==> config.mk <==
export PLATFORM = sky130hd
export DESIGN_NAME = sap1_cs
export DESIGN_NICKNAME = d
export VERILOG_FILES = /design/src/rtl/sap1_pkg.sv /design/src/rtl/sap1_ring.sv /design/src/rtl/sap1_cs.sv
export SDC_FILE = /design/constraint.sdc
export NUM_CORES = 1
export LEC_CHECK = 0
export CORE_AREA = 2 2 39 41
export DETAILED_ROUTE_END_ITERATION = 12
export DIE_AREA = 0 0 41 43
export GPL_TIMING_DRIVEN = 0
export PLACE_DENSITY = 0.84
export SYNTH_ARGS = -nofsm -noshare
export SYNTH_HDL_FRONTEND = slang
export SYNTH_SLANG_ARGS = --single-unit
==> constraint.sdc <==
create_clock -name clk -period 2.8 [get_ports clk]
set_input_delay 0.28 -clock clk [delete_from_list [all_inputs] [get_ports clk]]
set_output_delay 0.28 -clock clk [all_outputs]
set_load 0.02 [all_outputs]
==> src/rtl/sap1_pkg.sv <==
// Shared SAP-1 definitions: opcodes, one-hot ring states and control-word bit positions.
package sap1_pkg;

    localparam logic [3:0] OP_LDA = 4'b0000;
    localparam logic [3:0] OP_ADD = 4'b0001;
    localparam logic [3:0] OP_SUB = 4'b0010;
    localparam logic [3:0] OP_OUT = 4'b1110;
    localparam logic [3:0] OP_HLT = 4'b1111;

    localparam logic [5:0] T1 = 6'b000001;
    localparam logic [5:0] T2 = 6'b000010;
    localparam logic [5:0] T3 = 6'b000100;
    localparam logic [5:0] T4 = 6'b001000;
    localparam logic [5:0] T5 = 6'b010000;
    localparam logic [5:0] T6 = 6'b100000;

    localparam int CW_W  = 12;
    localparam int CW_CP = 11;
    localparam int CW_EP = 10;
    localparam int CW_LM = 9;
    localparam int CW_CE = 8;
    localparam int CW_LI = 7;
    localparam int CW_EI = 6;
    localparam int CW_LA = 5;
    localparam int CW_EA = 4;
    localparam int CW_SU = 3;
    localparam int CW_EU = 2;
    localparam int CW_LB = 1;
    localparam int CW_LO = 0;

    typedef logic [CW_W-1:0] ctrl_word_t;

    function automatic ctrl_word_t cw_bit(input int idx);
        return ctrl_word_t'(1) << idx;
    endfunction

endpackage

==> src/rtl/sap1_ring.sv <==
// Six-state one-hot ring counter advancing on the falling clock edge, async clear to T1.
module sap1_ring
    import sap1_pkg::*;
(
    input  logic       clk,
    input  logic       clr,
    input  logic       hold,
    input  logic       restart,
    output logic [5:0] t
);

    logic [5:0] t_q;
    logic [5:0] t_d;

    // Only rotate, hold or reload T1, so the ring can never leave one-hot.
    always_comb begin
        t_d = {t_q[4:0], t_q[5]};
        if (hold) begin
            t_d = t_q;
        end else if (restart) begin
            t_d = T1;
        end
    end

    always_ff @(negedge clk or posedge clr) begin
        if (clr) begin
            t_q <= T1;
        end else begin
            t_q <= t_d;
        end
    end

    assign t = t_q;

endmodule

==> src/rtl/sap1_cs.sv <==
// SAP-1 controller-sequencer: ring counter, instruction decoder and halt flag.
// Build option SAP1_CS_VARIABLE_RING_EN ends each instruction after its last active state.
module sap1_cs
    import sap1_pkg::*;
(
    input  logic       clk,
    input  logic       clr,
    input  logic [3:0] opcode,
    output logic [5:0] t,
    output logic       cp,
    output logic       ep,
    output logic       lm,
    output logic       ce,
    output logic       li,
    output logic       ei,
    output logic       la,
    output logic       ea,
    output logic       su,
    output logic       eu,
    output logic       lb,
    output logic       lo,
    output logic       hlt
);

    // Load/enable contract: each strobe is a level held for one whole T-state; the
    // register blocks act on the rising edge in the middle of that state.
    logic       halted_q;
    logic       halted_d;
    logic       restart;
    ctrl_word_t cw;

    sap1_ring u_ring (
        .clk     (clk),
        .clr     (clr),
        .hold    (halted_d),
        .restart (restart),
        .t       (t)
    );

    always_ff @(negedge clk or posedge clr) begin
        if (clr) begin
            halted_q <= 1'b0;
        end else begin
            halted_q <= halted_d;
        end
    end

    always_comb begin
        halted_d = halted_q | ((t == T4) && (opcode == OP_HLT));
        restart  = 1'b0;
`ifdef SAP1_CS_VARIABLE_RING_EN
        case (opcode)
            OP_LDA:         restart = (t == T5);
            OP_ADD, OP_SUB: restart = (t == T6);
            OP_OUT:         restart = (t == T4);
            OP_HLT:         restart = 1'b0;
            default:        restart = (t == T3);
        endcase
`endif
    end

    always_comb begin
        cw  = '0;
        hlt = halted_q;
        if (!halted_q) begin
            case (t)
                T1: cw = cw_bit(CW_EP) | cw_bit(CW_LM);
                T2: cw = cw_bit(CW_CP);
                T3: cw = cw_bit(CW_CE) | cw_bit(CW_LI);
                T4: begin
                    case (opcode)
                        OP_LDA, OP_ADD: cw = cw_bit(CW_EI) | cw_bit(CW_LM);
                        OP_SUB:         cw = cw_bit(CW_EI) | cw_bit(CW_LM) | cw_bit(CW_SU);
                        OP_OUT:         cw = cw_bit(CW_EA) | cw_bit(CW_LO);
                        OP_HLT:         hlt = 1'b1;
                        default:        cw = '0;
                    endcase
                end
                T5: begin
                    case (opcode)
                        OP_LDA:  cw = cw_bit(CW_CE) | cw_bit(CW_LA);
                        OP_ADD:  cw = cw_bit(CW_CE) | cw_bit(CW_LB);
                        OP_SUB:  cw = cw_bit(CW_CE) | cw_bit(CW_LB) | cw_bit(CW_SU);
                        default: cw = '0;
                    endcase
                end
                T6: begin
                    case (opcode)
                        OP_ADD:  cw = cw_bit(CW_LA) | cw_bit(CW_EU);
                        OP_SUB:  cw = cw_bit(CW_LA) | cw_bit(CW_EU) | cw_bit(CW_SU);
                        default: cw = '0;
                    endcase
                end
                default: cw = '0;
            endcase
        end
    end

    assign cp = cw[CW_CP];
    assign ep = cw[CW_EP];
    assign lm = cw[CW_LM];
    assign ce = cw[CW_CE];
    assign li = cw[CW_LI];
    assign ei = cw[CW_EI];
    assign la = cw[CW_LA];
    assign ea = cw[CW_EA];
    assign su = cw[CW_SU];
    assign eu = cw[CW_EU];
    assign lb = cw[CW_LB];
    assign lo = cw[CW_LO];

endmodule

==> summary.txt <==
Status
  • Status: finished with violations
  • Failing checks: negative setup slack

Clock tree
  • CTS Root Cell: clkbuf_4
  • CTS tree: done
  • Skew-Pair Late Insertion Delay: about 0.29 ns
  • Max clock buf depth: 2
  • Reg clk slew, reported paths: around 0.04 ns
  • Hold Buf Count CTS: 0
  • # clock sinks: 7
  • CTS buffer count: 3
  • H-tree depth: 1

Run
  • Max-Cap Viols: 0

STA
  • RSZ-0062 raised after global routing: true
  • Final Skew: ~0.042 ns
  • Setup Viol. Count Final: 17
  • Post-Route Setup TNS: -5.91 ns
  • Hold_ws: ~0.63 ns
  • Worst-Margin Slew: between 0.3 and 0.4 ns
  • Final hold violations: 0
  • Setup ws final: -0.593 ns
  • Max-slew violation count: 0
  • Max_slew headroom: 0.757

Setup path
  • R2R Path End: u_ring.t[4]
  • Nature of the critical path endpoint: output port
  • Critical setup path kind: flop to output port
  • Worst R2R Setup Slack: 1.22 ns
  • Worst Path Arrival: ~3.1 ns
  • Reg2reg start: u_ring.t[5]
  • WP data required: about 2.5 ns
  • Worst Reg-to-Reg Cells: 6
  • CP Max Fanout: 3
  • Startpoint Class: flop

Floorplanning
  • Die footprint: ~0.0018 mm2
  • Initial Util: 0.378
  • Die Wd: between 40 and 50 um
  • # rows: 14
  • I/O pins: 25
  • Chip Height: roughly 43 um
  • Core area: approximately 0.0014 mm2

Power and ir drop
  • Int Power: approximately 170 uW
  • VDD IR-drop max: 210 uV
  • LEAKAGE: roughly 0.47 nW
  • Reg power frac: 0.472
  • Switching Share: 0.217
  • Pwr Density: between 150 and 200 mW/mm2
  • Net Switching: 47.0 uW
  • Clock share of power: 0.415
  • Comb power frac: 0.113

GRT
  • Initial antenna violation count: 0
  • First-pass GRT wire length: ~2400 um
  • Grt ovf: 0
  • Largest net degree at the start of global routing: 11
  • Gr usage total: 0.204
  • Vias in the first global route: a little under 600

Place
  • Post-DP HPWL: ~1000 um
  • RePlAce Congestion: approximately 0.75
  • Placed instance area: 853 um2
  • Post-place setup slack: -0.853 ns
  • I/O Buffers: 24

Final layout
  • Fillers: between 100 and 150
  • Final nets: between 100 and 150
  • Layout Area Growth over Synthesis: 111%
  • Seq. cell area: 176 um2
  • Post-Layout Inst Area: 0.00110 mm2
  • Commonest non-fill, non-tap cells in the layout: 23 x buf_4, 13 x buf_6, 6 x dfrtn_1
  • Commonest non-fill, non-tap cell in the layout: buf_4
  • Ant. Diodes: 0
  • Area of the multi-input gates: ~450 um2
  • Layout cells sized above 1: 0.686
  • Util after Layout: 0.796

Route
  • Overall via count from detail_route: between 600 and 700
  • Residual DRC count: 0
  • Drt via density: between 5 and 6
  • Number of iterations in the first detailed-routing pass: 4
  • ANT nets after route: 0
  • Drt wl/cell: 14.8 um
  • Drt initial violations: 27
  • Final wirelength: approximately 1800 um

Synthesis
  • Synth Warn #: 0
  • Leading area contributor after synthesis: dfrtn_1
  • EDFF count, synth: 0
  • Synthesized cell area: about 520 um2
  • Syn nets: 64
  • Asr flop ratio synth: 1.00
  • Synth Instances: between 50 and 60
  • Yosys cell types: 28
  • Most used DFF post-synth: dfrtn_1
  • Area contributors post-synth: dfrtn_1 29%, mux2_2 8.6%, dfstp_2 5.0%
  • Sequential share of the synthesized area: 0.337
  • Yosys top cell area share: 0.287
  • FF+latch count, synth: 7
  • Average size of a mapped cell: roughly 9.0 um2

Hold path
  • Hold endpoint: u_ring.t[4]
  • Min-Delay Startpoint: halted_q
  • Hold depth: 2
  • HP Class: flop to flop
[power groups by stage]
stage	registers, mW	clock network [mW]	logic [mW]
2_1_floorplan	0.103	0.00447	0.00967
3_3_place_gp	0.103	0.00447	0.0200
3_5_place_dp	0.103	0.00447	0.0202
4_1_cts	0.102	0.0947	0.0239
5_1_grt	0.102	0.106	0.0267
6_report	0.102	0.0898	0.0244
[worst max-delay path: stages, from the launching register on]
cell and delay, ns:
dfrtn_1 0.39, nor4_4 0.36, buf_4 0.18, nand3b_4 0.10, a311oi_4 0.27, buf_6 0.15
[cell families (layout without fill, tap and decap cells)]
kind of cell,count (synthesis),after routing,share of synthesized area
flip-flops,7,7,0.337
buffers and inverters,5,52,0.0454
AND/OR/NAND/NOR,34,34,0.412
multiplexers,4,4,0.0861
AO/OA/AOI/OAI,8,8,0.120
[how the worst max path moves through the flow]
| stage | cells after the start | slack, ns | to | startpoint |
|---|---|---|---|---|
| 6_report | 5 | -0.59 | su | u_ring.t[5] |
| 5_1_grt | 5 | -0.65 | su | u_ring.t[5] |
| 4_1_cts | 5 | -0.54 | hlt | u_ring.t[0] |
| 3_5_place_dp | 4 | -0.85 | su | u_ring.t[2] |
| 3_3_place_gp | 4 | -0.82 | su | u_ring.t[2] |
| 2_1_floorplan | 4 | -0.32 | lo | u_ring.t[2] |
[through the flow]
stage | power (mW) | cells
4_1_cts | 0.221 | 115
2_1_floorplan | 0.118 | 58
5_1_grt | 0.235 | 121
6_report | 0.216 | 121
3_5_place_dp | 0.128 | 98
3_3_place_gp | 0.128 | 98
[registers in the layout (all words and copies together), names as in the netlist]
register and count:
u_ring.t 6, halted_q 1
[metal layers]
layer	part of all wire	vias to the layer above	track usage
met5	0	-	0
met4	0.0084	0	0.113
met3	0.067	2	0.0366
met2	0.54	34	0.334
met1	0.39	303	0.235
li1	-	307	-
[synthesized netlist by cell type (2+ instances only)]
master and n:
nand3_1 2, nor2b_1 3, nor2_1 6, and4b_2 2, nand2b_1 2, dfrtn_1 6
inv_1 3, o21ai_0 2, nand2_1 7, mux2_2 4, nor3_1 4
[layout make-up]
cell class,count,area share
Clock inverter,1,0.00341
Buffer,2,0.0205
Tap cell,16,0.0182
Inverter,2,0.00682
Clock buffer,4,0.0239
Timing Repair Buffer,43,0.356
Multi-Input combinational cell,46,0.411
Sequential cell,7,0.160
[timing repair]
| item | 4_1_cts | 5_1_grt |
|---|---|---|
| pin swaps | 3 | 3 |
| endpoints found under the setup margin | 19 | 19 |
| resized for setup | 110 | 15 |
| gates cloned | 0 | 0 |
| setup buffers | 13 | 6 |
Note: power is estimated with default switching activity, not from simulation.
==> RTL change (same settings) <==
Add a define of `SAP1_CS_VARIABLE_RING_EN`.
--- a/src/rtl/sap1_cs.sv
+++ b/src/rtl/sap1_cs.sv
@@ -1,5 +1,7 @@
 // SAP-1 controller-sequencer: ring counter, instruction decoder and halt flag.
 // Build option SAP1_CS_VARIABLE_RING_EN ends each instruction after its last active state.
+`define SAP1_CS_VARIABLE_RING_EN
+
 module sap1_cs
     import sap1_pkg::*;
 (
Formal check against the unedited RTL: not equivalent (a bounded check fails within 10 cycles, from zero or initial values).
==> RTL change against the unedited design <==
The run still ends with negative setup slack left. Register-to-register slack worse by 0.32 ns. Sequential cell count stayed put. Critical path depth is 1 lower. Setup slack worse by 0.27 ns. Non-clock buffer count is 5 higher. Via count is 11% higher. Count of clock-buffer cells in the layout is 1 lower. Cell count is 9.1% higher. Synthesized area is 5.0% higher. Die area stayed put. Design area is 7.6% higher. Wire length is 16% higher. Largest cell class unchanged. Highest routed layer unchanged.
Power is left out: it rests on default switching activity, and per cell area and clock period it moved more than threefold.
==> RTL change: results (changes against the unedited design) <==
{
  "run_status": {"value": "finished, violations left", "change": "unchanged"},
  "failing_checks": {"value": "negative setup slack", "change": "unchanged"},
  "slowest_delay": {"value": 0.54, "unit": "ns", "change": "was 0.39 ns"},
  "synth_area_per_cell": {"value": 8.20, "unit": "sq um", "change": "was 9.02 sq um"},
  "final_cells": {"value": 132, "change": "was 121"},
  "synthesized_area_fraction_occupied_by_ao_oa_aoi_and_oai_cells": {"value": 0.159, "change": "was 0.120"},
  "setup-tns-final": {"value": -8.48, "unit": "ns", "change": "was -5.91 ns"},
  "inv_count": {"value": 4, "change": "was 2"},
  "clock_buffer_count": {"value": 3, "change": "was 4"},
  "via_count": {"value": 720, "change": "was 646"},
  "place_area": {"value": 892, "unit": "sq um", "change": "was 853 sq um"},
  "first_iter_violations": {"value": 29, "change": "was 27"},
  "post-place-cells": {"value": 107, "change": "was 98"},
  "setup_viol_count_final": {"value": 13, "change": "was 17"},
  "buffers": {"value": 50, "change": "was 45"},
  "synth_xor_area_frac": {"value": 0.0319, "change": "was 0"},
  "clk_share": {"value": 0.0253, "change": "was 0.0273"},
  "setup_ws": {"value": -0.861, "unit": "ns", "change": "was -0.593 ns"},
  "rrSetupSlack": {"value": 0.90, "unit": "ns", "change": "was 1.22 ns"},
  "finalNetCount": {"value": 123, "change": "was 112"},
  "critical_path.slowest_cell": {"value": "sky130_fd_sc_hd__or4_4", "change": "was sky130_fd_sc_hd__dfrtn_1"},
  "area_taken_by_multi_input_logic_gates": {"value": 495, "unit": "sq um", "change": "was 453 sq um"},
  "post_cts_resized": {"value": 103, "change": "was 110"},
  "rr_endpoint": {"value": "u_ring.t[3]$_DFFE_NP0N_", "change": "was u_ring.t[4]$_DFFE_NP0N_"},
  "crit_path_max_fanout": {"value": 5, "change": "was 3"},
  "gpl.final_weighted_congestion": {"value": 0.813, "change": "was 0.747"},
  "final_layout_size_suffix_gt1_frac": {"value": 0.664, "change": "was 0.686"},
  "worstHoldStart": {"value": "u_ring.t[3]$_DFFE_NP0N_", "change": "was halted_q$_DFF_NP0_"},
  "synthesis.instances": {"value": 67, "change": "was 58"},
  "wire_length_of_the_first_global_routing_pass": {"value": 2720, "unit": "um", "change": "was 2440 um"},
  "synth_top_cells_by_count": {"value": "sky130_fd_sc_hd__nor2_1, sky130_fd_sc_hd__dfrtn_1, sky130_fd_sc_hd__inv_1", "change": "was sky130_fd_sc_hd__nand2_1, sky130_fd_sc_hd__dfrtn_1, sky130_fd_sc_hd__nor2_1"},
  "multi_input_cells": {"value": 50, "change": "was 46"},
  "multi_input_area_share": {"value": 0.418, "change": "was 0.411"},
  "cp-endpoint": {"value": "eu", "change": "was su"},
  "fill_cells": {"value": 84, "change": "was 101"}
}
RTL change: changes by cell type after synthesis, moves of 2 or more:
cell / change
sky130_fd_sc_hd__nand2_1: -5
sky130_fd_sc_hd__a31oi_1: +3
sky130_fd_sc_hd__clkbuf_1: +3
sky130_fd_sc_hd__nor2b_1: -3
sky130_fd_sc_hd__nor4_1: +3
sky130_fd_sc_hd__or2_2: +3
sky130_fd_sc_hd__a21oi_1: +2
sky130_fd_sc_hd__and4b_2: -2
sky130_fd_sc_hd__inv_1: +2
sky130_fd_sc_hd__mux2_2: -2
sky130_fd_sc_hd__nor3b_1: +2
sky130_fd_sc_hd__o22a_1: +2
sky130_fd_sc_hd__or4_4: +2
RTL change: per-layer routing:
layer	global-route usage	vias to the layer above	routed length, um
met4	0.107	0	53
met3	0.0314	8	100
li1	-	344	-
met5	0	-	0
met2	0.331	33	1020
met1	0.332	335	901
RTL change: cells by family after synthesis:
logic type      after synthesis
simple gates                 33
compound gates               13
flops                         7
mux                           2
buf+inv                      10
xor+xnor                      2
